[config.mk]
export PLATFORM = sky130hd
export DESIGN_NAME = asteroid_draw_scheduler
export DESIGN_NICKNAME = d
export VERILOG_FILES = /design/src/rtl/asteroids_pkg.sv /design/src/rtl/draw_watchdog.sv /design/src/rtl/asteroid_draw_scheduler.sv
export SDC_FILE = /design/constraint.sdc
export NUM_CORES = 1
export LEC_CHECK = 0
export CAP_MARGIN = 20
export CELL_PAD_IN_SITES_DETAIL_PLACEMENT = 1
export CELL_PAD_IN_SITES_GLOBAL_PLACEMENT = 1
export CORE_UTILIZATION = 37
export CTS_CLUSTER_SIZE = 8
export DETAILED_ROUTE_END_ITERATION = 6
export PLACE_DENSITY_LB_ADDON = 0.15
export SLEW_MARGIN = 15
export SYNTH_ARGS = -nofsm -noshare
export SYNTH_HDL_FRONTEND = slang
export SYNTH_SLANG_ARGS = --single-unit
[constraint.sdc]
create_clock -name clk -period 2 [get_ports clk]
set_input_delay 0.3 -clock clk [delete_from_list [all_inputs] [get_ports clk]]
set_output_delay 0.3 -clock clk [all_outputs]
set_load 0.02 [all_outputs]
[src/rtl/asteroids_pkg.sv]
// Shared types and constants for the asteroid draw scheduler.
package asteroids_pkg;

    localparam int COORD_W       = 10;
    localparam int SPRITE_SEL_W  = 3;
    localparam int DEF_NUM_SLOTS = 8;
    localparam int DEF_TIMEOUT   = 2048;

    // Scheduler walk states
    typedef enum logic [2:0] {
        IDLE  = 3'd0,
        FETCH = 3'd1,
        CHECK = 3'd2,
        ISSUE = 3'd3,
        WAIT  = 3'd4,
        NEXT  = 3'd5,
        DONE  = 3'd6
    } sched_state_e;

    // Position and sprite handed to the draw unit
    typedef struct packed {
        logic [COORD_W-1:0]      x;
        logic [COORD_W-1:0]      y;
        logic [SPRITE_SEL_W-1:0] spr;
    } sprite_req_t;

endpackage

[src/rtl/draw_watchdog.sv]
// Per-sprite watchdog: counts cycles spent waiting on the draw unit and
// flags when the wait has lasted TIMEOUT cycles.
module draw_watchdog #(
    parameter int TIMEOUT = 2048,
    parameter int TO_W    = 12
) (
    input  logic clk,
    input  logic reset_n,
    input  logic clear,
    input  logic enable,
    output logic expire
);

    logic [TO_W-1:0] count;

    // Cycle counter: cleared before each draw, advances while waiting
    always_ff @(posedge clk or negedge reset_n) begin
        if (!reset_n)
            count <= '0;
        else if (clear)
            count <= '0;
        else if (enable)
            count <= count + 1'b1;
    end

    // count == TIMEOUT-1 means this is the TIMEOUT-th waiting cycle
    assign expire = (count == TO_W'(TIMEOUT - 1));

endmodule

[src/rtl/asteroid_draw_scheduler.sv]
// Walks the asteroid slot table once per frame tick, issuing one plot per
// active slot and waiting for the draw unit (or the watchdog) before moving on.
module asteroid_draw_scheduler
    import asteroids_pkg::*;
#(
    parameter int NUM_SLOTS = DEF_NUM_SLOTS,
    parameter int IDX_W     = 3,
    parameter int TIMEOUT   = DEF_TIMEOUT,
    parameter int TO_W      = 12
) (
    input  logic                    clk,
    input  logic                    reset_n,
    input  logic                    start,
    output logic [IDX_W-1:0]        slot_idx,
    input  logic                    slot_active,
    input  logic [COORD_W-1:0]      slot_x,
    input  logic [COORD_W-1:0]      slot_y,
    input  logic [SPRITE_SEL_W-1:0] slot_sprite,
    output logic [COORD_W-1:0]      x_pos,
    output logic [COORD_W-1:0]      y_pos,
    output logic [SPRITE_SEL_W-1:0] sprite_sel,
    output logic                    plot,
    input  logic                    draw_done,
    output logic                    busy,
    output logic                    frame_done,
    output logic                    timeout_err
);

    sched_state_e     state, state_nxt;
    logic             last_slot;
    logic             wd_expire;

    sprite_req_t      req_q, req_d;
    logic [IDX_W-1:0] idx_d;
    logic             busy_d, plot_d, frame_done_d, terr_d;

    assign last_slot = (slot_idx == IDX_W'(NUM_SLOTS - 1));

    draw_watchdog #(
        .TIMEOUT (TIMEOUT),
        .TO_W    (TO_W)
    ) u_watchdog (
        .clk     (clk),
        .reset_n (reset_n),
        .clear   (state == ISSUE),
        .enable  (state == WAIT),
        .expire  (wd_expire)
    );

    // State register
    always_ff @(posedge clk or negedge reset_n) begin
        if (!reset_n)
            state <= IDLE;
        else
            state <= state_nxt;
    end

    // Next-state: draw_done only matters in WAIT, and wins over a same-cycle expiry
    always_comb begin
        state_nxt = state;
        case (state)
            IDLE:    if (start) state_nxt = FETCH;
            FETCH:   state_nxt = CHECK;
            CHECK:   state_nxt = slot_active ? ISSUE : NEXT;
            ISSUE:   state_nxt = WAIT;
            WAIT:    if (draw_done || wd_expire) state_nxt = NEXT;
            NEXT:    state_nxt = last_slot ? DONE : FETCH;
            DONE:    state_nxt = IDLE;
            default: state_nxt = IDLE;
        endcase
    end

    // Output next-values; status flags are decoded from the next state so the
    // registered outputs line up with the state they describe
    always_comb begin
        busy_d       = (state_nxt != IDLE);
        plot_d       = (state_nxt == ISSUE);
        frame_done_d = (state_nxt == DONE);
        idx_d        = slot_idx;
        req_d        = req_q;
        terr_d       = timeout_err;
        case (state)
            IDLE: begin
                if (start) begin
                    idx_d  = '0;
                    terr_d = 1'b0;
                end
            end
            CHECK: begin
                if (slot_active)
                    req_d = '{x: slot_x, y: slot_y, spr: slot_sprite};
            end
            WAIT: begin
                if (wd_expire && !draw_done)
                    terr_d = 1'b1;
            end
            NEXT: begin
                if (!last_slot)
                    idx_d = slot_idx + 1'b1;
            end
            default: ;
        endcase
    end

    // Output registers
    always_ff @(posedge clk or negedge reset_n) begin
        if (!reset_n) begin
            slot_idx    <= '0;
            req_q       <= '0;
            busy        <= 1'b0;
            plot        <= 1'b0;
            frame_done  <= 1'b0;
            timeout_err <= 1'b0;
        end else begin
            slot_idx    <= idx_d;
            req_q       <= req_d;
            busy        <= busy_d;
            plot        <= plot_d;
            frame_done  <= frame_done_d;
            timeout_err <= terr_d;
        end
    end

    assign x_pos      = req_q.x;
    assign y_pos      = req_q.y;
    assign sprite_sel = req_q.spr;

endmodule

==> impl_metrics.tcl, run 1 <==
set metrics [dict create \
    worst-endpoint-arrival_ns 1.95 \
    post_cts_resize_count 0 \
    ys.flop_type "sky130_fd_sc_hd__dfrtp_1" \
    clk_path_buf_depth 2 \
    gr-total-overflow 0 \
    yosysTopAreaCell "sky130_fd_sc_hd__dfrtp_1" \
    min_delay_path_depth 2 \
    synthToLayoutAreaGrowth_pct 40.6 \
    drt_first_pass_iters 3 \
    diodes 0 \
    detailed_place.area_um2 2710 \
    cp.required_ns 2.17 \
    via_density 5.15 \
    power_density_nw_per_um2 1410 \
    synth_warnings 0 \
    synth_edf_count 0 \
    initial_standard_cell_utilization_of_the_core_pct 38.8 \
    worst_slew_margin_rel_pct 63.0 \
    dp.final_hpwl_mm 3.63 \
    grt_start_max_net_pins 46 \
    seq_total_area_yosys_pct 56.1 \
    reg2reg_depth 6 \
    synth_cells 161 \
    final.setup_skew_ns 0.00306 \
    stdcell_count 297 \
    port_buffers 57 \
    final_core_utilization_pct 54.5 \
    first_iter_violations 58 \
    clk_transition_reported_paths_ns 0.08 \
    dominant_cells_by_area_after_synthesis "sky130_fd_sc_hd__dfrtp_1 56%, sky130_fd_sc_hd__mux2_2 11%, sky130_fd_sc_hd__mux2_1 2.8%, sky130_fd_sc_hd__a21oi_1 2.2%, sky130_fd_sc_hd__nor2_1 2.2%" \
    numCtsBuffers 5 \
    route.antenna.remaining_nets 0 \
    wire_per_inst_um 16.1 \
    hp-start "timeout_err$_DFFE_PN0P_" \
    maxSlewViolCount 0 \
    final-hold-violation-count 0 \
    nets 258 \
    core-area_um2 5170 \
    die_x_um 75.7 \
    max_freq_mhz 564 \
    critical_path.max_fanout 24 \
    gp_congestion 0.775 \
    hold_path_class "flop to flop" \
    synth_top_area_share_pct 56.1 \
    internal_reg_to_reg_setup_slack_ns 0.23 \
    postLayoutCellArea_um2 2820 \
    synthesis.area_per_instance_um2 12.5 \
    maximum_level_of_the_cts_h_tree 2 \
    clock_insertion_delay_at_the_later_pin_of_the_skew_report_ns 0.29 \
    global_route.usage.total_pct 18.4 \
    clock_sinks 45 \
    power_mw 3.98 \
    dp_cells 289 \
    io_pins 58 \
    finalWorstPathRequiredPeriod_ns 1.77 \
    peakVddDrop_mv 0.647 \
    maxCapViolations 0 \
    grt_setup_unrepaired "false" \
    cts_tree "done" \
    hold_end "timeout_err$_DFFE_PN0P_" \
    critical_path.reg2reg.startpoint "state[0]$_DFF_PN0_" \
    postSynthRegisterBits 45 \
    post-route-drc-count 0 \
    via_count_of_the_first_global_routing_pass 1630 \
    chipHeight_um 75.7 \
    yosysUniqueCellTypes 42 \
    worst_setup_path_end_kind "flop" \
    dieArea_um2 5720 \
    drive_above_1_share_pct 19.8 \
    clock_tree.root_cell "sky130_fd_sc_hd__clkbuf_8" \
    status "completed" \
    synthesis.nets 192 \
    dr_total_vias 1530 \
    setup-tns-final_ns 0 \
    r2r-end "x_pos[0]$_DFFE_PN0P_" \
    netlist_area_um2 2010 \
    worst_slew_pin_slew_ns 0.548 \
    antenna_found_initial 0 \
    placement_rows 26 \
    timing.critical_path.from_type "flop" \
    path_class "flop to flop" \
    first_pass_grt_wire_length_mm 7.76 \
    timing.final.crit_share_pct 88.6 \
    static-leakage-power_nw 1.17 \
    setup_viol_count_final 0 \
    postSynth.asyncResetShare_pct 100 \
    routed_wirelength_mm 4.77 \
]
==> report_power, final <==
part	switching [mW]	internal, mW
clock	0.291	0.363
sequential	0.200	1.24
combinational	0.930	0.965
total	1.42	2.56
==> cell type report <==
cell class / instances / area, um2
fillers: 525 / 2350
well taps: 70 / 87.6
repair buffers: 66 / 661
inverters: 2 / 7.51
flip-flops and latches: 45 / 1130
multi-input cells: 107 / 836
clock buffers: 5 / 68.8
clock inverters: 2 / 35.0
==> logic make-up (layout without fill, tap and decap cells) <==
family	count (synthesis)	after routing	synth area share [%]
compound gates	23	23	8.04
xor+xnor	7	7	3.05
fa+ha+maj	3	3	1.87
buf+inv	9	75	2.56
flops	45	45	56.1
mux	25	25	14.0
simple gates	49	49	14.3
==> worst max path at each step <==
stage / start / end / slack (ns) / depth (start not counted)
3_3_place_gp: slot_active / y_pos[6]$_DFFE_PN0P_ / 0.23 / 5
6_report: state[0]$_DFF_PN0_ / x_pos[0]$_DFFE_PN0P_ / 0.23 / 6
4_1_cts: state[0]$_DFF_PN0_ / x_pos[0]$_DFFE_PN0P_ / 0.21 / 6
2_1_floorplan: state[0]$_DFF_PN0_ / timeout_err$_DFFE_PN0P_ / 0.26 / 6
5_1_grt: state[0]$_DFF_PN0_ / y_pos[0]$_DFFE_PN0P_ / 0.12 / 6
3_5_place_dp: slot_active / x_pos[0]$_DFFE_PN0P_ / 0.14 / 5
==> cell usage after synthesis, types with 3 or more instances <==
master	count
sky130_fd_sc_hd__nand3_1	4
sky130_fd_sc_hd__a21oi_1	9
sky130_fd_sc_hd__nand3b_1	4
sky130_fd_sc_hd__nor2_1	12
sky130_fd_sc_hd__mux2_1	5
sky130_fd_sc_hd__clkbuf_1	3
sky130_fd_sc_hd__ha_1	3
sky130_fd_sc_hd__mux2_2	20
sky130_fd_sc_hd__o21ai_0	3
sky130_fd_sc_hd__xnor2_1	5
sky130_fd_sc_hd__nand4_1	3
sky130_fd_sc_hd__nand2_1	7
sky130_fd_sc_hd__dfrtp_1	45
sky130_fd_sc_hd__nor3_1	4
==> worst max-delay path, cell delays in order, from the launching register on <==
cell and delay, ns:
sky130_fd_sc_hd__dfrtp_1 0.39, sky130_fd_sc_hd__buf_4 0.17, sky130_fd_sc_hd__inv_2 0.13, sky130_fd_sc_hd__nand2_1 0.14
sky130_fd_sc_hd__nor3b_4 0.26, sky130_fd_sc_hd__buf_12 0.20, sky130_fd_sc_hd__mux2_2 0.36
==> sequential cells by signal (all words and copies together), names as in the netlist <==
signal,count
busy,1
frame_done,1
plot,1
slot_idx,3
sprite_sel,3
state,3
timeout_err,1
u_watchdog.count,12
x_pos,10
y_pos,10
==> stage by stage <==
step | setup WS [ns] | hold slack [ns]
2_1_floorplan | 0.265 | 0.00441
5_1_grt | 0.119 | 0.517
4_1_cts | 0.207 | 0.496
3_5_place_dp | 0.135 | 0.296
3_3_place_gp | 0.227 | 0.294
6_report | 0.227 | 0.485
==> placed cells by master, fill, tap and decap left out, types with 5 or more instances in the layout <==
cell type and n:
sky130_fd_sc_hd__xnor2_1 5, sky130_fd_sc_hd__nand2_1 7, sky130_fd_sc_hd__buf_4 6, sky130_fd_sc_hd__clkdlybuf4s50_1 56, sky130_fd_sc_hd__mux2_1 5, sky130_fd_sc_hd__mux2_2 20, sky130_fd_sc_hd__clkbuf_8 5, sky130_fd_sc_hd__dfrtp_1 45
sky130_fd_sc_hd__nor2_1 12, sky130_fd_sc_hd__a21oi_1 9
==> timing repair <==
item / in CTS / in global routing
hold endpoints to repair: 45 / 0
hold buffers: 1 / 0
buffers inserted: 0 / 0
==> per-layer routing <==
layer / global-route usage [%] / vias to the layer above / wire [um]
met5: 0 / - / 0
met4: 5.76 / 0 / 65
met3: 4.23 / 6 / 221
met2: 34.4 / 43 / 2470
met1: 20.6 / 770 / 2010
li1: - / 711 / -
Note: power is estimated with default switching activity, not from simulation.
==> inputs of run 2 (changes only) <==
--- a/config.mk
+++ b/config.mk
@@ -9,7 +9,6 @@
 export CELL_PAD_IN_SITES_DETAIL_PLACEMENT = 1
 export CELL_PAD_IN_SITES_GLOBAL_PLACEMENT = 1
 export CORE_UTILIZATION = 37
-export CTS_CLUSTER_SIZE = 8
 export DETAILED_ROUTE_END_ITERATION = 6
 export PLACE_DENSITY_LB_ADDON = 0.15
 export SLEW_MARGIN = 15
==> results of run 2 <==
The final DEF is identical to that of run 1; final timing and power are the same.
